### src/rtl/train_seq_if.sv
// Control/status bundle between the training sequencer and its controller.
interface train_seq_if #(
  parameter int unsigned AWIDTH = 4,
  parameter int unsigned EWIDTH = 16
);
  logic              start;
  logic              abort;
  logic              nn_done;
  logic [AWIDTH-1:0] addr;
  logic              rd_en;
  logic              nn_start;
  logic [EWIDTH-1:0] epoch;
  logic              busy;
  logic              done;

  modport master (
    output start, abort, nn_done,
    input  addr, rd_en, nn_start, epoch, busy, done
  );

  modport slave (
    input  start, abort, nn_done,
    output addr, rd_en, nn_start, epoch, busy, done
  );
endinterface

### src/rtl/train_seq.sv
// Training-sample sequencer: walks NSAMPLE k2 addresses per epoch for MAX_EPOCH
// epochs, launching the network once per sample and waiting for its completion.
module train_seq #(
  parameter int unsigned AWIDTH    = 4,
  parameter int unsigned NSAMPLE   = 4,
  parameter int unsigned EWIDTH    = 16,
  parameter int unsigned MAX_EPOCH = 1000
) (
  input  logic        clk,
  input  logic        rst,
  train_seq_if.slave  bus
);

  // A run of zero epochs is meaningless; run one instead.
  localparam int unsigned EPOCHS = (MAX_EPOCH == 0) ? 1 : MAX_EPOCH;
  localparam logic [AWIDTH-1:0] LAST_ADDR  = AWIDTH'(NSAMPLE - 1);
  localparam logic [EWIDTH-1:0] LAST_EPOCH = EWIDTH'(EPOCHS);

  localparam logic [2:0] S_IDLE    = 3'd0;
  localparam logic [2:0] S_FETCH   = 3'd1;
  localparam logic [2:0] S_LAUNCH  = 3'd2;
  localparam logic [2:0] S_WAIT_NN = 3'd3;
  localparam logic [2:0] S_NEXT    = 3'd4;
  localparam logic [2:0] S_FINISH  = 3'd5;

  logic [2:0]        state_q, state_d;
  logic [AWIDTH-1:0] addr_q, addr_d;
  logic [EWIDTH-1:0] epoch_q, epoch_d, epoch_inc;
  logic              rd_en_q, rd_en_d;
  logic              nn_start_q, nn_start_d;
  logic              busy_q, busy_d;
  logic              done_q, done_d;

  // Next-state, counter update and output decode of the next state.
  always_comb begin
    state_d    = state_q;
    addr_d     = addr_q;
    epoch_d    = epoch_q;
    epoch_inc  = epoch_q + EWIDTH'(1);
    rd_en_d    = 1'b0;
    nn_start_d = 1'b0;
    busy_d     = 1'b0;
    done_d     = 1'b0;

    case (state_q)
      S_IDLE: begin
        if (bus.start) begin
          state_d = S_FETCH;
          addr_d  = '0;
          epoch_d = '0;
        end
      end
      S_FETCH:   state_d = S_LAUNCH;
      S_LAUNCH:  state_d = S_WAIT_NN;
      S_WAIT_NN: begin
        if (bus.nn_done) state_d = S_NEXT;
      end
      S_NEXT: begin
        if (addr_q == LAST_ADDR) begin
          addr_d  = '0;
          epoch_d = epoch_inc;
          state_d = (epoch_inc == LAST_EPOCH) ? S_FINISH : S_FETCH;
        end else begin
          addr_d  = addr_q + AWIDTH'(1);
          state_d = S_FETCH;
        end
      end
      S_FINISH:  state_d = S_IDLE;
      default:   state_d = S_IDLE;
    endcase

    // Abort overrides every transition out of a busy state and freezes the counters.
    if ((state_q != S_IDLE) && bus.abort) begin
      state_d = S_IDLE;
      addr_d  = addr_q;
      epoch_d = epoch_q;
    end

    // rd_en spans FETCH..WAIT_NN so the memory output stays driven while consumed.
    rd_en_d    = (state_d == S_FETCH) || (state_d == S_LAUNCH) || (state_d == S_WAIT_NN);
    nn_start_d = (state_d == S_LAUNCH);
    busy_d     = (state_d != S_IDLE);
    done_d     = (state_d == S_FINISH);
  end

  // State, counters and registered state-decoded outputs.
  always_ff @(posedge clk) begin
    if (rst) begin
      state_q    <= S_IDLE;
      addr_q     <= '0;
      epoch_q    <= '0;
      rd_en_q    <= 1'b0;
      nn_start_q <= 1'b0;
      busy_q     <= 1'b0;
      done_q     <= 1'b0;
    end else begin
      state_q    <= state_d;
      addr_q     <= addr_d;
      epoch_q    <= epoch_d;
      rd_en_q    <= rd_en_d;
      nn_start_q <= nn_start_d;
      busy_q     <= busy_d;
      done_q     <= done_d;
    end
  end

  assign bus.addr     = addr_q;
  assign bus.epoch    = epoch_q;
  assign bus.rd_en    = rd_en_q;
  assign bus.nn_start = nn_start_q;
  assign bus.busy     = busy_q;
  assign bus.done     = done_q;

endmodule
### src/flat_wrapper.sv
// flat-port wrapper written by rule: the top's interface ports become plain ports
module train_seq_flat 
#(
  parameter int unsigned AWIDTH    = 4,
  parameter int unsigned NSAMPLE   = 4,
  parameter int unsigned EWIDTH    = 16,
  parameter int unsigned MAX_EPOCH = 1000
)
  (clk, rst, bus_start, bus_abort, bus_nn_done, bus_addr, bus_rd_en, bus_nn_start, bus_epoch, bus_busy, bus_done);
  train_seq_if #(.AWIDTH(AWIDTH), .EWIDTH(EWIDTH)) bus_i ();
  input  logic clk;
  input  logic rst;
  input wire logic [$bits(bus_i.start)-1:0] bus_start;
  input wire logic [$bits(bus_i.abort)-1:0] bus_abort;
  input wire logic [$bits(bus_i.nn_done)-1:0] bus_nn_done;
  output wire logic [$bits(bus_i.addr)-1:0] bus_addr;
  output wire logic [$bits(bus_i.rd_en)-1:0] bus_rd_en;
  output wire logic [$bits(bus_i.nn_start)-1:0] bus_nn_start;
  output wire logic [$bits(bus_i.epoch)-1:0] bus_epoch;
  output wire logic [$bits(bus_i.busy)-1:0] bus_busy;
  output wire logic [$bits(bus_i.done)-1:0] bus_done;
  assign bus_i.start = bus_start;
  assign bus_i.abort = bus_abort;
  assign bus_i.nn_done = bus_nn_done;
  assign bus_addr = bus_i.addr;
  assign bus_rd_en = bus_i.rd_en;
  assign bus_nn_start = bus_i.nn_start;
  assign bus_epoch = bus_i.epoch;
  assign bus_busy = bus_i.busy;
  assign bus_done = bus_i.done;
  train_seq #(.AWIDTH(AWIDTH), .NSAMPLE(NSAMPLE), .EWIDTH(EWIDTH), .MAX_EPOCH(MAX_EPOCH)) u_core (.clk(clk), .rst(rst), .bus(bus_i));
endmodule
### config.mk
export PLATFORM = sky130hd
export DESIGN_NAME = train_seq_flat
export DESIGN_NICKNAME = d
export VERILOG_FILES = /design/src/rtl/train_seq_if.sv /design/src/rtl/train_seq.sv /design/src/flat_wrapper.sv
export SDC_FILE = /design/constraint.sdc
export NUM_CORES = 1
export LEC_CHECK = 0
export ABC_CLOCK_PERIOD_IN_PS = 2070
export CAP_MARGIN = 20
export CORE_ASPECT_RATIO = 1.75
export CORE_MARGIN = 2
export CORE_UTILIZATION = 30
export CTS_CLUSTER_DIAMETER = 150
export DETAILED_ROUTE_END_ITERATION = 12
export PLACE_DENSITY = 0.57
export SYNTH_ARGS = -nofsm -noshare
export SYNTH_HDL_FRONTEND = slang
export SYNTH_SLANG_ARGS = --single-unit
### constraint.sdc
create_clock -name clk -period 2.07 [get_ports clk]
set_input_delay 0.3105 -clock clk [delete_from_list [all_inputs] [get_ports clk]]
set_output_delay 0.3105 -clock clk [all_outputs]
set_load 0.01 [all_outputs]
==> impl_metrics.py, run 1 <==
metrics = {
    "logic_synthesis": {
        "ys_top_cells_by_area": "dfxtp_1, nor2_1, o21ai_0",
        "synth_top_area_cell": "dfxtp_1",
        "synth_area_mm2": 0.00162,
        "synth_flop_cell": "dfxtp_1",
        "ys_ff_latch": 27,
        "ys_types": 55,
        "synthCells": 197,
        "synth_edf_count": 0,
        "syn_area_per_cell_um2": 8.21,
        "synth_nets": 205,
        "async_flop_share": 0,
        "seq_area_frac_synth": 0.334,
        "synth.yosys.warnings": 0,
        "netlist.area_leader.share": 0.334,
    },
    "hold_path": {
        "holdCritPathClass": "reg2reg",
    },
    "detailed_routing": {
        "m1WireLength_um": 1820,
        "wl_met2_um": 2460,
        "antenna_left": 0,
        "vias_per_cell": 5.19,
        "top_layer_used": "met4",
        "wl_met3_um": 93,
        "dr.pass1.iters": 6,
        "dr_total_vias": 1573,
        "drtIter0Drc": 41,
        "wl_um": 4430,
        "drc": 0,
        "drt-wirelength-per-cell_um": 14.6,
    },
    "timing": {
        "post-route-period-util": 0.957,
        "layout_min_cycle_time_ns": 1.98,
        "final-setup-viol-count": 0,
        "fin_ws_ns": 0.0888,
        "slew_headroom": 0.695,
        "fmax_mhz": 505,
        "worst_pin_slew_ns": 0.453,
        "finClkSkew_ns": 0.00396,
        "final-max-slew-violation-count": 0,
        "finalHoldViolCount": 0,
    },
    "global_route": {
        "antenna_found_initial": 0,
        "grt_first_pass_wirelength_um": 7090,
        "grt_overflow_total": 0,
        "track_usage": 0.152,
        "grt_max_degree": 16,
        "grt_pass1_vias": 1490,
    },
    "power": {
        "clockPowerShare": 0.329,
        "internal_power_w": 0.000710,
        "power_frac_comb": 0.106,
        "power_leakage_nw": 0.814,
        "seqPwrFrac": 0.565,
        "p_total_w": 0.000942,
        "p_sw_frac": 0.246,
        "power_density_mw_per_mm2": 423,
        "peakVddDrop_mv": 0.292,
        "p_sw_w": 0.000232,
    },
    "die": {
        "die_x_um": 59.5,
        "fp.dieArea_mm2": 0.00602,
        "core_area_mm2": 0.00521,
        "row_count": 35,
        "die_h_um": 101,
        "io_pins": 29,
        "start_util": 0.310,
    },
    "cells_and_area": {
        "syn_to_final_growth_pct": 37.6,
        "insertedDiodeCount": 0,
        "multi_input_area_mm2": 0.00108,
        "postLayoutCoreUtil": 0.427,
        "drive_gt1_frac": 0.234,
        "final_cell_mix": "nor2_1, clkdlybuf4s50_1, buf_4",
        "layout_commonest_cell": "nor2_1",
        "layout.nets": 257,
        "fillCellCount": 529,
        "seqCellArea_um2": 544,
    },
    "placement": {
        "place_congestion": 0.818,
        "dp_hpwl_um": 3400,
        "pre_cts_ws_ns": 0.00565,
        "port_buffers": 28,
    },
    "setup_path": {
        "crit_path_max_fanout": 3,
        "critPathLaunchType": "register",
        "crit_arrival_ns": 2.21,
        "crit_type": "reg2reg",
        "end_kind": "register",
        "cp.required_ns": 2.29,
        "r2r_slack_ns": 0.09,
    },
    "clock_tree": {
        "cts_tree": "done",
        "insertion_delay_ns": 0.28,
        "postCtsSetupRepairBufs": 0,
        "cts_buffer_depth": 2,
        "clock_sinks": 27,
        "cts_root_buf": "clkbuf_8",
        "cts_hold_buf": 0,
        "ctsHtreeMaxLevel": 1,
        "path_clk_slew_ns": 0.10,
        "cts-buffers-inserted": 3,
    },
    "status": {
        "status": "finished clean",
    },
    "flow_run": {
        "maxCapViolCount": 0,
    },
}
[cell families after synthesis]
kind of cell / count (synthesis) / synth area share
fa+ha+maj: 3 / 0.0232
simple gates: 99 / 0.347
buf+inv: 10 / 0.0457
xor+xnor: 8 / 0.0433
compound gates: 48 / 0.194
mux: 2 / 0.0124
flops: 27 / 0.334
[power groups by stage]
stage               Sequential (W)  Clock, W  Combinational (W)
finish                    0.000532  0.000310          0.0000997
detailed placement        0.000543         0          0.0000955
global route              0.000533  0.000341           0.000110
global placement          0.000543         0          0.0000966
floorplan                 0.000547         0          0.0000464
CTS                       0.000531  0.000315          0.0000985
[registers in the layout (all words and copies together), names as in the netlist]
name,cells
u_core.bus.addr,4
u_core.bus.busy,1
u_core.bus.done,1
u_core.bus.epoch,16
u_core.bus.nn_start,1
u_core.bus.rd_en,1
u_core.state_q,3
[through the flow]
step | hold slack, ns | TNS (ns) | instance area [um^2] | cells
after floorplan | 0.501 | 0 | 1620 | 197
after global placement | 0.523 | -0.0372 | 2100 | 299
after detailed placement | 0.510 | 0 | 2100 | 299
after CTS | 0.539 | 0 | 2150 | 303
after global routing | 0.537 | -0.0326 | 2220 | 303
final | 0.513 | 0 | 2220 | 303
[worst paths after layout]
kind                       startpoint                  end  cells after the start
setup / recovery   u_core.bus.addr[0]    u_core.state_q[2]                      7
setup reg to reg   u_core.bus.addr[0]    u_core.state_q[2]                      7
hold / removal    u_core.bus.epoch[3]  u_core.bus.epoch[3]                      1
hold reg to reg   u_core.bus.epoch[3]  u_core.bus.epoch[3]                      1
[worst max-delay path, cell delays in order, from the launching register on]
cell and delay, ns:
dfxtp_2 0.37, ha_4 0.14, or3b_4 0.40, nor4_4 0.32
o2111ai_2 0.16, nor4_2 0.34, a21oi_2 0.10, nor2_1 0.10
[cell usage after synthesis (all sizes together) (3+ instances only)]
library cell  instances
a21oi                 8
a311oi                3
a31oi                 4
and2                  3
buf                   4
clkbuf                3
dfxtp                27
ha                    3
inv                   3
nand2                19
nand3                 7
nand4                 8
nor2                 36
nor3                  7
nor4                  5
o21ai                17
xor2                  6
[final cells by class]
cell class | instances | area share
sequential | 27 | 0.245
inverter | 3 | 0.00506
timing repair buffer | 54 | 0.214
clock buffer | 3 | 0.0186
tap | 55 | 0.0309
clock inverter | 1 | 0.00225
multi-input combinational | 160 | 0.485
[layer usage]
metal	vias up	GRT usage
met3	6	0.0154
met5	-	0
met1	728	0.182
met4	0	0.0410
li1	814	-
met2	25	0.280
[repair_timing]
action / in CTS / in global routing
pin swaps: 0 / 4
endpoints found under the setup margin: 1 / 8
gates resized for setup: 1 / 15
(Power assumes the default switching activity.)
==> inputs of run 2 (changes only) <==
--- a/config.mk
+++ b/config.mk
@@ -12,6 +12,7 @@
 export CORE_UTILIZATION = 30
 export CTS_CLUSTER_DIAMETER = 150
 export DETAILED_ROUTE_END_ITERATION = 12
+export GPL_TIMING_DRIVEN = 0
 export PLACE_DENSITY = 0.57
 export SYNTH_ARGS = -nofsm -noshare
 export SYNTH_HDL_FRONTEND = slang
==> impl_metrics.py, run 2 (synthesis results as in run 1) <==
metrics = {
    "placement": {
        "pre_cts_ws_ns": -0.329,
        "port_buffers": 27,
        "dp_hpwl_um": 3100,
        "placed_area_mm2": 0.00196,
        "place_congestion": 0.780,
    },
    "cells_and_area": {
        "drive_gt1_frac": 0.208,
        "insertedDiodeCount": 0,
        "largest_reg_flops": 16,
        "final_cell_mix": "nor2_1, clkdlybuf4s50_1, nand2_1, dfxtp_1, o21ai_0",
        "syn_to_final_growth_pct": 33.5,
        "layout.nets": 245,
        "final_cell_area_mm2": 0.00216,
        "layout_commonest_cell": "nor2_1",
    },
    "setup_path": {
        "cp.buffers_inverters": 0,
        "cp.required_ns": 2.30,
        "crit_path_max_incr_delay_ns": 0.39,
        "crit_type": "reg2reg",
        "slowest_stage": "or3b_4",
        "end_kind": "register",
        "cpLargestDelayFamily": "simple AND/OR/NAND/NOR gates",
        "r2r-start": "u_core.bus.addr[1]",
        "critPathLaunchType": "register",
        "rr_worst_depth": 7,
        "path_cells": "ha_4, or3b_4, nor4_4, o2111ai_2, nor4_2, a21oi_2, nor2_1",
        "crit_arrival_ns": 2.27,
        "crit_start": "u_core.bus.addr[1]",
        "r2r_slack_ns": 0.03,
        "crit_path_max_fanout": 3,
        "crit_cells": 7,
    },
    "power": {
        "power_density_mw_per_mm2": 436,
        "peakVddDrop_mv": 0.195,
        "power_leakage_nw": 0.751,
    },
    "timing": {
        "final-setup-viol-count": 0,
        "post-route-period-util": 0.987,
        "worst_pin_slew_ns": 0.576,
        "finClkSkew_ns": 0.00481,
        "fmax_mhz": 490,
        "slew_headroom": 0.615,
        "final-max-slew-violation-count": 0,
        "finalHoldViolCount": 0,
        "fin_setup_tns_ns": 0,
        "fin_ws_ns": 0.0275,
        "layout_min_cycle_time_ns": 2.04,
        "rsz0062_at_grt": "yes",
    },
    "die": {
        "row_count": 35,
        "die_h_um": 101,
        "die_x_um": 59.5,
        "core_area_mm2": 0.00521,
        "io_pins": 29,
        "fp.dieArea_mm2": 0.00602,
        "start_util": 0.310,
    },
    "hold_path": {
        "hold_start": "rst",
        "whs_path_depth": 2,
        "holdCritPathClass": "in2reg",
    },
    "detailed_routing": {
        "antenna_left": 0,
        "drc": 0,
        "wl_um": 4260,
        "drtIter0Drc": 31,
        "m1WireLength_um": 1790,
        "dr.pass1.iters": 4,
        "wl_met2_um": 2310,
        "wl_met3_um": 89,
        "dr_total_vias": 1566,
        "drt-wirelength-per-cell_um": 14.7,
        "top_layer_used": "met4",
        "vias_per_cell": 5.38,
    },
    "clock_tree": {
        "cts_tree": "done",
        "insertion_delay_ns": 0.28,
        "cts_hold_buf": 0,
        "path_clk_slew_ns": 0.10,
        "cts-buffers-inserted": 3,
        "clock_sinks": 27,
        "cts_root_buf": "clkbuf_8",
        "ctsHtreeMaxLevel": 1,
        "cts_buffer_depth": 2,
    },
    "global_route": {
        "grt_overflow_total": 0,
        "grt_first_pass_wirelength_um": 6970,
        "track_usage": 0.148,
        "grt_max_degree": 15,
        "grt_pass1_vias": 1494,
        "antenna_found_initial": 0,
    },
    "flow_run": {
        "maxCapViolCount": 0,
    },
    "status": {
        "status": "finished clean",
    },
}
==> run 2: worst paths after layout <==
path                                        endpoint
worst max-delay path               u_core.state_q[2]
worst min-delay path               u_core.state_q[1]
worst max register to register     u_core.state_q[2]
worst min register to register  u_core.bus.epoch[15]
==> run 2: layer usage <==
metal,GRT usage,up-vias
met5,0,-
met4,0.0513,0
met3,0.0154,5
met2,0.275,21
met1,0.168,744
li1,-,796
==> run 2: repair_timing <==
item	4_1_cts	5_1_grt
setup buffers	2	7
pin swaps	0	8
setup endpoints to repair	13	17
resized for setup	11	14
==> run 2: cell type report <==
cell class | instances | area [um^2]
fillers | 521 | 3050
multi-input cells | 160 | 1080
flip-flops and latches | 27 | 561
repair buffers | 36 | 338
well taps | 55 | 68.8
plain buffers | 6 | 58.8
clock buffers | 4 | 45.0
inverters | 3 | 11.3
==> run 2: through the flow <==
step	hold WS, ns	util	cells	power [W]
6_report	0.281	0.414	291	0.000941
5_1_grt	0.292	0.414	291	0.000970
4_1_cts	0.283	0.395	284	0.000938
3_5_place_dp	0.490	0.375	279	0.000627
3_3_place_gp	0.487	0.375	279	0.000626
2_1_floorplan	0.501	-	197	0.000594
==> run 2: power by group <==
group	total [W]	internal, W	switching [W]	leakage [nW]
clock network	0.000319	0.000139	0.000180	0.0228
logic	0.0000925	0.0000431	0.0000494	0.505
registers	0.000530	0.000523	0.00000627	0.224
